===== src/rtl/stepdown_gate_sequencer.sv =====
// Break-before-make gate sequencer for the stepdown stage: per-period PWM with
// dead time, cycle-by-cycle over-current truncation and a latched OCP fault.
module stepdown_gate_sequencer #(
  parameter int CNT_W     = 8,
  parameter int DT_W      = 4,
  parameter int OCP_LIMIT = 4
) (
  input  logic             CELCLK,
  input  logic             CELRSTN,
  input  logic             en,
  input  logic [CNT_W-1:0] period,
  input  logic [CNT_W-1:0] duty,
  input  logic [DT_W-1:0]  deadtime,
  input  logic             ocp,
  output logic             hs_on,
  output logic             ls_on,
  output logic             cycle_start,
  output logic             cfg_err,
  output logic             fault,
  output logic             busy,
  output logic [2:0]       state_dbg
);

  localparam int XW = CNT_W + 2;
  localparam int OW = $clog2(OCP_LIMIT + 1);

  typedef enum logic [2:0] {
    IDLE  = 3'd0,
    DT1   = 3'd1,
    HS    = 3'd2,
    DT2   = 3'd3,
    LS    = 3'd4,
    FAULT = 3'd5
  } state_t;

  state_t           state, state_n;
  logic [CNT_W-1:0] pcnt;
  logic [DT_W-1:0]  ph;
  logic [CNT_W-1:0] p_q;
  logic [DT_W-1:0]  t_q;
  logic [CNT_W-1:0] hs_last_q;
  logic             trunc_q;
  logic             shut_q;
  logic [OW-1:0]    ocnt_q, ocnt_n;

  logic             start, cfg_bad, period_end, enter_dt2, shut_set, ocp_hit;

  // Config evaluated from the live inputs; only used at a period start.
  logic [DT_W-1:0]  t_eff;
  logic [XW-1:0]    need, avail;
  logic             cfg_ok;
  logic [CNT_W-1:0] h_new, hs_last_new;

  always_comb begin
    t_eff       = (deadtime == '0) ? DT_W'(1) : deadtime;
    need        = XW'({t_eff, 1'b0}) + XW'(2);
    cfg_ok      = (XW'(period) >= need);
    avail       = XW'(period) - need + XW'(1);
    h_new       = (XW'(duty) < avail) ? duty : CNT_W'(avail);
    hs_last_new = CNT_W'(t_eff) + h_new - CNT_W'(1);
  end

  always_comb begin
    state_n    = state;
    ocnt_n     = ocnt_q;
    start      = 1'b0;
    cfg_bad    = 1'b0;
    period_end = 1'b0;
    enter_dt2  = 1'b0;
    shut_set   = 1'b0;
    ocp_hit    = 1'b0;
    case (state)
      IDLE: begin
        if (en) begin
          if (cfg_ok) start = 1'b1;
          else        cfg_bad = 1'b1;
        end
      end
      DT1: begin
        if (!en)                                      state_n = IDLE;
        else if (pcnt == CNT_W'(t_q) - CNT_W'(1))     state_n = HS;
      end
      HS: begin
        if (!en) begin
          state_n   = DT2;
          enter_dt2 = 1'b1;
          shut_set  = 1'b1;
        end else if (ocp) begin
          state_n   = DT2;
          enter_dt2 = 1'b1;
          ocp_hit   = 1'b1;
        end else if (pcnt == hs_last_q) begin
          state_n   = DT2;
          enter_dt2 = 1'b1;
        end
      end
      DT2: begin
        // A shutdown dead time always runs to completion before IDLE.
        if (shut_q) begin
          if (ph == t_q - DT_W'(1)) state_n = IDLE;
        end else if (!en) begin
          state_n = IDLE;
        end else if (ph == t_q - DT_W'(1)) begin
          state_n = LS;
        end
      end
      LS: begin
        if (!en)                              state_n = IDLE;
        else if (pcnt == p_q - CNT_W'(1))     period_end = 1'b1;
      end
      FAULT: begin
        if (!en) begin
          state_n = IDLE;
          ocnt_n  = '0;
        end
      end
      default: state_n = IDLE;
    endcase

    if (period_end) begin
      ocnt_n = trunc_q ? ocnt_q + OW'(1) : '0;
      if (ocnt_n == OW'(OCP_LIMIT)) begin
        state_n = FAULT;
      end else if (cfg_ok) begin
        start = 1'b1;
      end else begin
        cfg_bad = 1'b1;
        state_n = IDLE;
      end
    end

    if (start) state_n = (duty == '0) ? LS : DT1;
  end

  always_ff @(posedge CELCLK or negedge CELRSTN) begin
    if (!CELRSTN) begin
      state       <= IDLE;
      pcnt        <= '0;
      ph          <= '0;
      p_q         <= '0;
      t_q         <= '0;
      hs_last_q   <= '0;
      trunc_q     <= 1'b0;
      shut_q      <= 1'b0;
      ocnt_q      <= '0;
      hs_on       <= 1'b0;
      ls_on       <= 1'b0;
      cycle_start <= 1'b0;
      cfg_err     <= 1'b0;
      fault       <= 1'b0;
      busy        <= 1'b0;
    end else begin
      state  <= state_n;
      ocnt_q <= ocnt_n;
      if (start) begin
        p_q       <= period;
        t_q       <= t_eff;
        hs_last_q <= hs_last_new;
        pcnt      <= '0;
        trunc_q   <= 1'b0;
      end else begin
        pcnt <= pcnt + CNT_W'(1);
        if (ocp_hit) trunc_q <= 1'b1;
      end
      ph <= enter_dt2 ? '0 : ph + DT_W'(1);
      if (shut_set)               shut_q <= 1'b1;
      else if (state_n == IDLE)   shut_q <= 1'b0;
      // Outputs are registered copies of the next-state decode.
      hs_on       <= (state_n == HS);
      ls_on       <= (state_n == LS);
      cycle_start <= start;
      cfg_err     <= cfg_bad;
      fault       <= (state_n == FAULT);
      busy        <= (state_n != IDLE) && (state_n != FAULT);
    end
  end

  assign state_dbg = state;

endmodule

===== config.mk =====
export PLATFORM = sky130hd
export DESIGN_NAME = stepdown_gate_sequencer
export DESIGN_NICKNAME = d
export VERILOG_FILES = /design/src/rtl/stepdown_gate_sequencer.sv
export SDC_FILE = /design/constraint.sdc
export NUM_CORES = 1
export LEC_CHECK = 0
export ABC_AREA = 1
export CORE_MARGIN = 2
export CORE_UTILIZATION = 40
export DETAILED_ROUTE_END_ITERATION = 8
export GPL_TIMING_DRIVEN = 0
export PLACE_DENSITY = 0.67
export SLEW_MARGIN = 20
export SYNTH_ARGS = -nofsm -noshare
export SYNTH_HDL_FRONTEND = slang
export SYNTH_SLANG_ARGS = --single-unit

===== constraint.sdc =====
create_clock -name CELCLK -period 2.3 [get_ports CELCLK]
set_input_delay 0.46 -clock CELCLK [delete_from_list [all_inputs] [get_ports CELCLK]]
set_output_delay 0.46 -clock CELCLK [all_outputs]
set_load 0.01 [all_outputs]

== After elaboration in Yosys (flattened, before gate mapping) ==
Index checks and enable logic that the tools add are counted.

* Input bits: 24
* Register bits after elaboration: 46

* Reductions and logical operators: 11
* Multiplexer cells: 52
* Add/subtract/negate cells: 11
* Equal/unequal tests: 15
* $lt $le $gt $ge: 2

{| class="wikitable"
|+ Operators by type and width
! cell !! count
|-
| two-way mux 3 bit || 19
|-
| two-way mux 1 bit || 28
|-
| equality test 8 bit || 3
|-
| two-way mux 8 bit || 2
|-
| subtractor 8 x 1 -> 8 bit (second input constant) || 2
|-
| equality test 3 bit (second input constant) || 5
|-
| case mux 3 bit (5 select lines) || 1
|-
| adder 9 x 2 -> 10 bit (second input constant) || 1
|-
| less-than comparator 8 x 10 -> 1 bit || 1
|-
| equality test 3 x 2 -> 1 bit (second input constant) || 3
|-
| subtractor 8 x 6 -> 9 bit || 1
|-
| adder 4 x 8 -> 8 bit || 1
|-
| adder 8 x 1 -> 8 bit (second input constant) || 1
|-
| greater-or-equal comparator 8 x 6 -> 1 bit || 1
|-
| zero test 8 bit || 1
|-
| two-way mux 4 bit || 2
|-
| adder 5 x 2 -> 6 bit (second input constant) || 1
|-
| zero test 3 bit || 2
|-
| nonzero test 2 bit || 3
|-
| subtractor 4 x 1 -> 5 bit (second input constant) || 1
|-
| adder 4 x 1 -> 4 bit (second input constant) || 1
|-
| equality test 4 bit || 1
|-
| zero test 4 bit || 1
|-
| subtractor 4 x 1 -> 4 bit (second input constant) || 1
|-
| other kinds (8) || 8
|}

== Longest topological paths before layout ==
* Depth in word-level cells: 14
* Depth in mapped cells: 37
* Gate-level depth less buffers: 37

== Worst setup path before layout ==
No wires, ideal clock.

* Kind: input to register
* From: in deadtime[1]
* To: reg hs_last_q[7]
* Path buffers: 0
* Arrival time: 4.777 ns
* Path slack: -2.595 ns
* Cell stages on the path: 33
* Data required time: 2.183 ns
* Cell sequence: inv_1 -> a21oi_1 -> ha_1 -> fa_1 -> inv_1 -> nand3_1 -> nor2_1 -> nand3_1 -> nor2_2 -> nand2_4 -> xor2_1 -> ha_1 -> nand2_1 -> a21oi_1 -> nor2_1 -> nor2_2 -> nand2_4 -> inv_1 -> nand2_1 -> o21ai_0 -> ha_1 -> inv_1 -> ha_1 -> inv_1 -> fa_1 -> o21ai_0 -> nand2_1 -> a21oi_1 -> nor2_1 -> inv_1 -> nand3_1 -> nand3_1 -> nand2_1

* Longest elaborated chain between the ends: 10
* Elaborated cells on any way between the ends: 16

{| class="wikitable"
|+ RTL lines
! item !! line !! source
|-
| start, declared || 13 || <nowiki>input logic [DT_W-1:0] deadtime,</nowiki>
|-
| zero test 4 bit || 55 || <nowiki>t_eff = (deadtime == '0) ? DT_W'(1) : deadtime;</nowiki>
|-
| two-way mux 4 bit (*) || 55 ||
|-
| parallel branches: the longest is 8 deep, another holds adder 9 x 2 -> 10 bit || n/a ||
|-
| end signal, assigned || 158 || <nowiki>hs_last_q <= hs_last_new;</nowiki>
|-
| end, declared || 41 || <nowiki>logic [CNT_W-1:0] hs_last_q;</nowiki>
|}

Mark *: on every way between the ends.
A chain may end at the register's enable or synchronous reset.

== Worst setup path in the final report ==
* From: in deadtime[2]
* To: reg hs_last_q[7]

The elaborated chain is that of the path after synthesis.

==> results_dict.tcl <==
set metrics [dict create \
    status "complete, but fails checks" \
    failed_checks "design-rule violations, negative setup slack" \
    critical_path.n_buffers_inverters 6 \
    fill_cell_total_of_the_finished_layout 787 \
    floorplan.initialDensity 0.4173 \
    cellInternalPower_uw 2898 \
    worst-endpoint-arrival_ps 4650 \
    drive_above_1_share 0.2947 \
    worst-endpoint-required_ps 2510 \
    ir_worst_vdd_uv 337.6 \
    hp-class "in -> async" \
    detailed_place_hpwl_um 6694 \
    p_leak_uw 0.002437 \
    comb_power_share 0.620 \
    cts_max_path_buffers 2 \
    drt_drc_violations_left 1 \
    worstSkewPairLatency_ps 310 \
    clk_root_buffer_cell "sky130_fd_sc_hd__clkbuf_8" \
    synth_seq_cells 46 \
    number_of_slew_limit_violations_in_the_final_report 0 \
    clockPowerShare 0.103 \
    grt_max_degree 28 \
    seq_area_frac_synth 0.3132 \
    netlist_area_mm2 0.003675 \
    drt-pass1-iter-count 6 \
    syn_nets 553 \
    switching_share_of_total_power 0.4376 \
    io_pins 33 \
    post_synth_num_cell_types 41 \
    rows 34 \
    sequentialPowerShare 0.277 \
    detail_route.vias_per_cell 5.063 \
    pwr_cell_area_mw_per_mm2 1028 \
    drt_iter0_drc 139 \
    area_growth_syn_to_layout_pct 36.33 \
    clock_skew_ps 7.106 \
    synth_enable_flop_cells 0 \
    tritoncts "built" \
    p_sw_uw 2255 \
    gr-usage-all-layers 0.1812 \
    synthesis.area_per_instance_um2 7.379 \
    die_height_um 99.85 \
    vias 3433 \
    cp-end-kind "flip-flop" \
    place_ws_ps -3300 \
    gp_congestion 0.9030 \
    vias_in_the_first_global_route 3407 \
    critPathTopFamily "adder cells" \
    unrepaired_setup_endpoints_after_global_routing "true" \
    nets 624 \
    grt_first_pass_wirelength_um 14760 \
    cpPeakStageDelay_ps 450 \
    clock_sink_count 46 \
    fmax_ghz 0.2255 \
    port_buffers 31 \
    cts.clk_slew.worst_paths_ps 100 \
    max_fanout_on_critical_path 7 \
    postSynth.asyncResetShare 1.000 \
    final-hold-violation-count 0 \
    die-width_um 99.85 \
    slowest_stage_cell_cp "sky130_fd_sc_hd__fa_2" \
    postRouteAntennaNets 0 \
    route.detailed.wl_per_inst_um 13.40 \
    floorplan.core_area_mm2 0.008806 \
    place_inst 638 \
    overflow 0 \
    antenna-diode-count 0 \
    setup.reg_to_reg.worst_slack_ps -30 \
    drv_cap 0 \
    timing_worst_setup_path_type "in -> reg" \
    yosysWarningCount 0 \
    final_period_minus_worst_setup_slack_ps 4435 \
    overall_die_area_mm2 0.009970 \
    final_critical_path_setup_slack_ps -2135 \
    synthCells 498 \
    finalNonFillerCells 678 \
    setup_violations_final 36 \
    grt_antenna_before_repair 0 \
    cts_buffers 5 \
    setup.worst_path.start_class "input port" \
    ys_dominant_reg_cell "sky130_fd_sc_hd__dfrtp_1" \
    routed_wl_um 9084 \
    timing.final.crit_share 1.928 \
    level_count_of_the_clock_h_tree 2 \
    slew-limit-headroom 0.6844 \
    tightestPinTransition_ps 473.4 \
]
-- placed cells by master (no fill, tap or decap), types with 6 or more instances in the layout --
master	n
sky130_fd_sc_hd__dfrtp_1	46
sky130_fd_sc_hd__xor2_1	20
sky130_fd_sc_hd__o21ai_1	18
sky130_fd_sc_hd__inv_2	14
sky130_fd_sc_hd__clkdlybuf4s50_1	22
sky130_fd_sc_hd__o21ai_0	11
sky130_fd_sc_hd__ha_1	20
sky130_fd_sc_hd__inv_1	55
sky130_fd_sc_hd__nand3_1	20
sky130_fd_sc_hd__buf_4	26
sky130_fd_sc_hd__nand2_1	97
sky130_fd_sc_hd__o21ai_2	6
sky130_fd_sc_hd__buf_8	7
sky130_fd_sc_hd__a21oi_1	7
sky130_fd_sc_hd__xnor2_1	15
sky130_fd_sc_hd__nor2_4	6
sky130_fd_sc_hd__ha_4	9
sky130_fd_sc_hd__buf_6	6
sky130_fd_sc_hd__nand2_2	27
sky130_fd_sc_hd__nand2_4	9
sky130_fd_sc_hd__nor2_1	39
sky130_fd_sc_hd__nand4_1	8
sky130_fd_sc_hd__nor2_2	9
-- power groups by stage --
stage | sequential, uW | combinational [uW] | clock (uW)
5_1_grt | 1480 | 3560 | 579
6_report | 1430 | 3190 | 531
3_3_place_gp | 1430 | 2370 | 0
2_1_floorplan | 1380 | 1880 | 0
4_1_cts | 1420 | 2720 | 543
3_5_place_dp | 1440 | 2450 | 0
-- repair_timing --
action / CTS / global route
cloned: 0 / 3
buffers inserted: 22 / 9
pin swaps: 34 / 49
gates resized for setup: 57 / 68
hold buffers: 0 / 0
setup endpoints to repair: 37 / 37
-- cell type report --
type / instances / area, um2 / share of cell area
clock inverter: 3 / 25.02 / 0.004995
multi-input combinational: 370 / 2585 / 0.5160
clock buffer: 5 / 68.82 / 0.01374
sequential: 46 / 1151 / 0.2298
tap: 108 / 135.1 / 0.02697
buffer: 7 / 87.58 / 0.01748
timing repair buffer: 64 / 648.1 / 0.1294
inverter: 75 / 309.0 / 0.06169
-- layer usage --
layer  vias to the layer above  share of wire  track usage
met5                         -              0            0
met4                         0          0.024      0.07692
met3                        17          0.032      0.02368
met2                        77           0.51       0.3217
met1                      1614           0.43       0.2210
li1                       1725              -            -
-- flip-flops by register name (all words and copies together) (netlist names), 3 cells and up --
signal	flops
hs_last_q	8
p_q	8
pcnt	8
ph	4
t_q	4
ocnt_q	3
state_dbg	3
-- synthesized netlist by cell type, types with 4 or more instances --
cell type	number	area, um2
sky130_fd_sc_hd__xnor2_1	17	148.9
sky130_fd_sc_hd__nand2_2	10	62.56
sky130_fd_sc_hd__inv_1	68	255.2
sky130_fd_sc_hd__o21ai_1	18	90.09
sky130_fd_sc_hd__nand3_1	23	115.1
sky130_fd_sc_hd__a21oi_1	14	70.07
sky130_fd_sc_hd__nor3_1	7	35.03
sky130_fd_sc_hd__dfrtp_1	46	1151
sky130_fd_sc_hd__nand4_1	8	50.05
sky130_fd_sc_hd__o21ai_0	18	90.09
sky130_fd_sc_hd__nor2_1	49	183.9
sky130_fd_sc_hd__inv_2	6	22.52
sky130_fd_sc_hd__ha_1	29	362.9
sky130_fd_sc_hd__xor2_1	21	183.9
sky130_fd_sc_hd__nand2_1	120	450.4
sky130_fd_sc_hd__nor2_2	4	25.02
-- per-stage QoR --
stage / TNS [ps] / utilization / hold slack [ps] / instance area, um2 / total power, uW
2_1_floorplan: -15020 / - / 164.4 / 3810 / 3254
3_3_place_gp: -68510 / 0.4832 / 476.9 / 4255 / 3798
3_5_place_dp: -49420 / 0.4849 / 445.3 / 4270 / 3885
4_1_cts: -17710 / 0.5264 / 109.5 / 4636 / 4680
5_1_grt: -25450 / 0.5689 / 131.5 / 5010 / 5610
6_report: -19050 / 0.5689 / 97.58 / 5010 / 5152
-- final timing paths --
check | startpoint | to | cells after the start
worst max-delay path | deadtime[2] | hs_last_q[7] | 33
worst min-delay path | CELRSTN | ph[1] | 1
worst max register to register | t_q[0] | busy | 14
worst min register to register | shut_q | shut_q | 2
max in group asynchronous | CELRSTN | pcnt[3] | 2
min in group CELCLK | deadtime[1] | t_q[1] | 3
-- cell families after synthesis --
logic type,count (synthesis),share of synthesized area
AND/OR/NAND/NOR,241,0.3017
flip-flops,46,0.3132
buffers and inverters,82,0.08988
adder cells (fa/ha/maj),31,0.1096
XOR/XNOR,39,0.09670
AO/OA/AOI/OAI,59,0.08887
(Power assumes the default switching activity.)
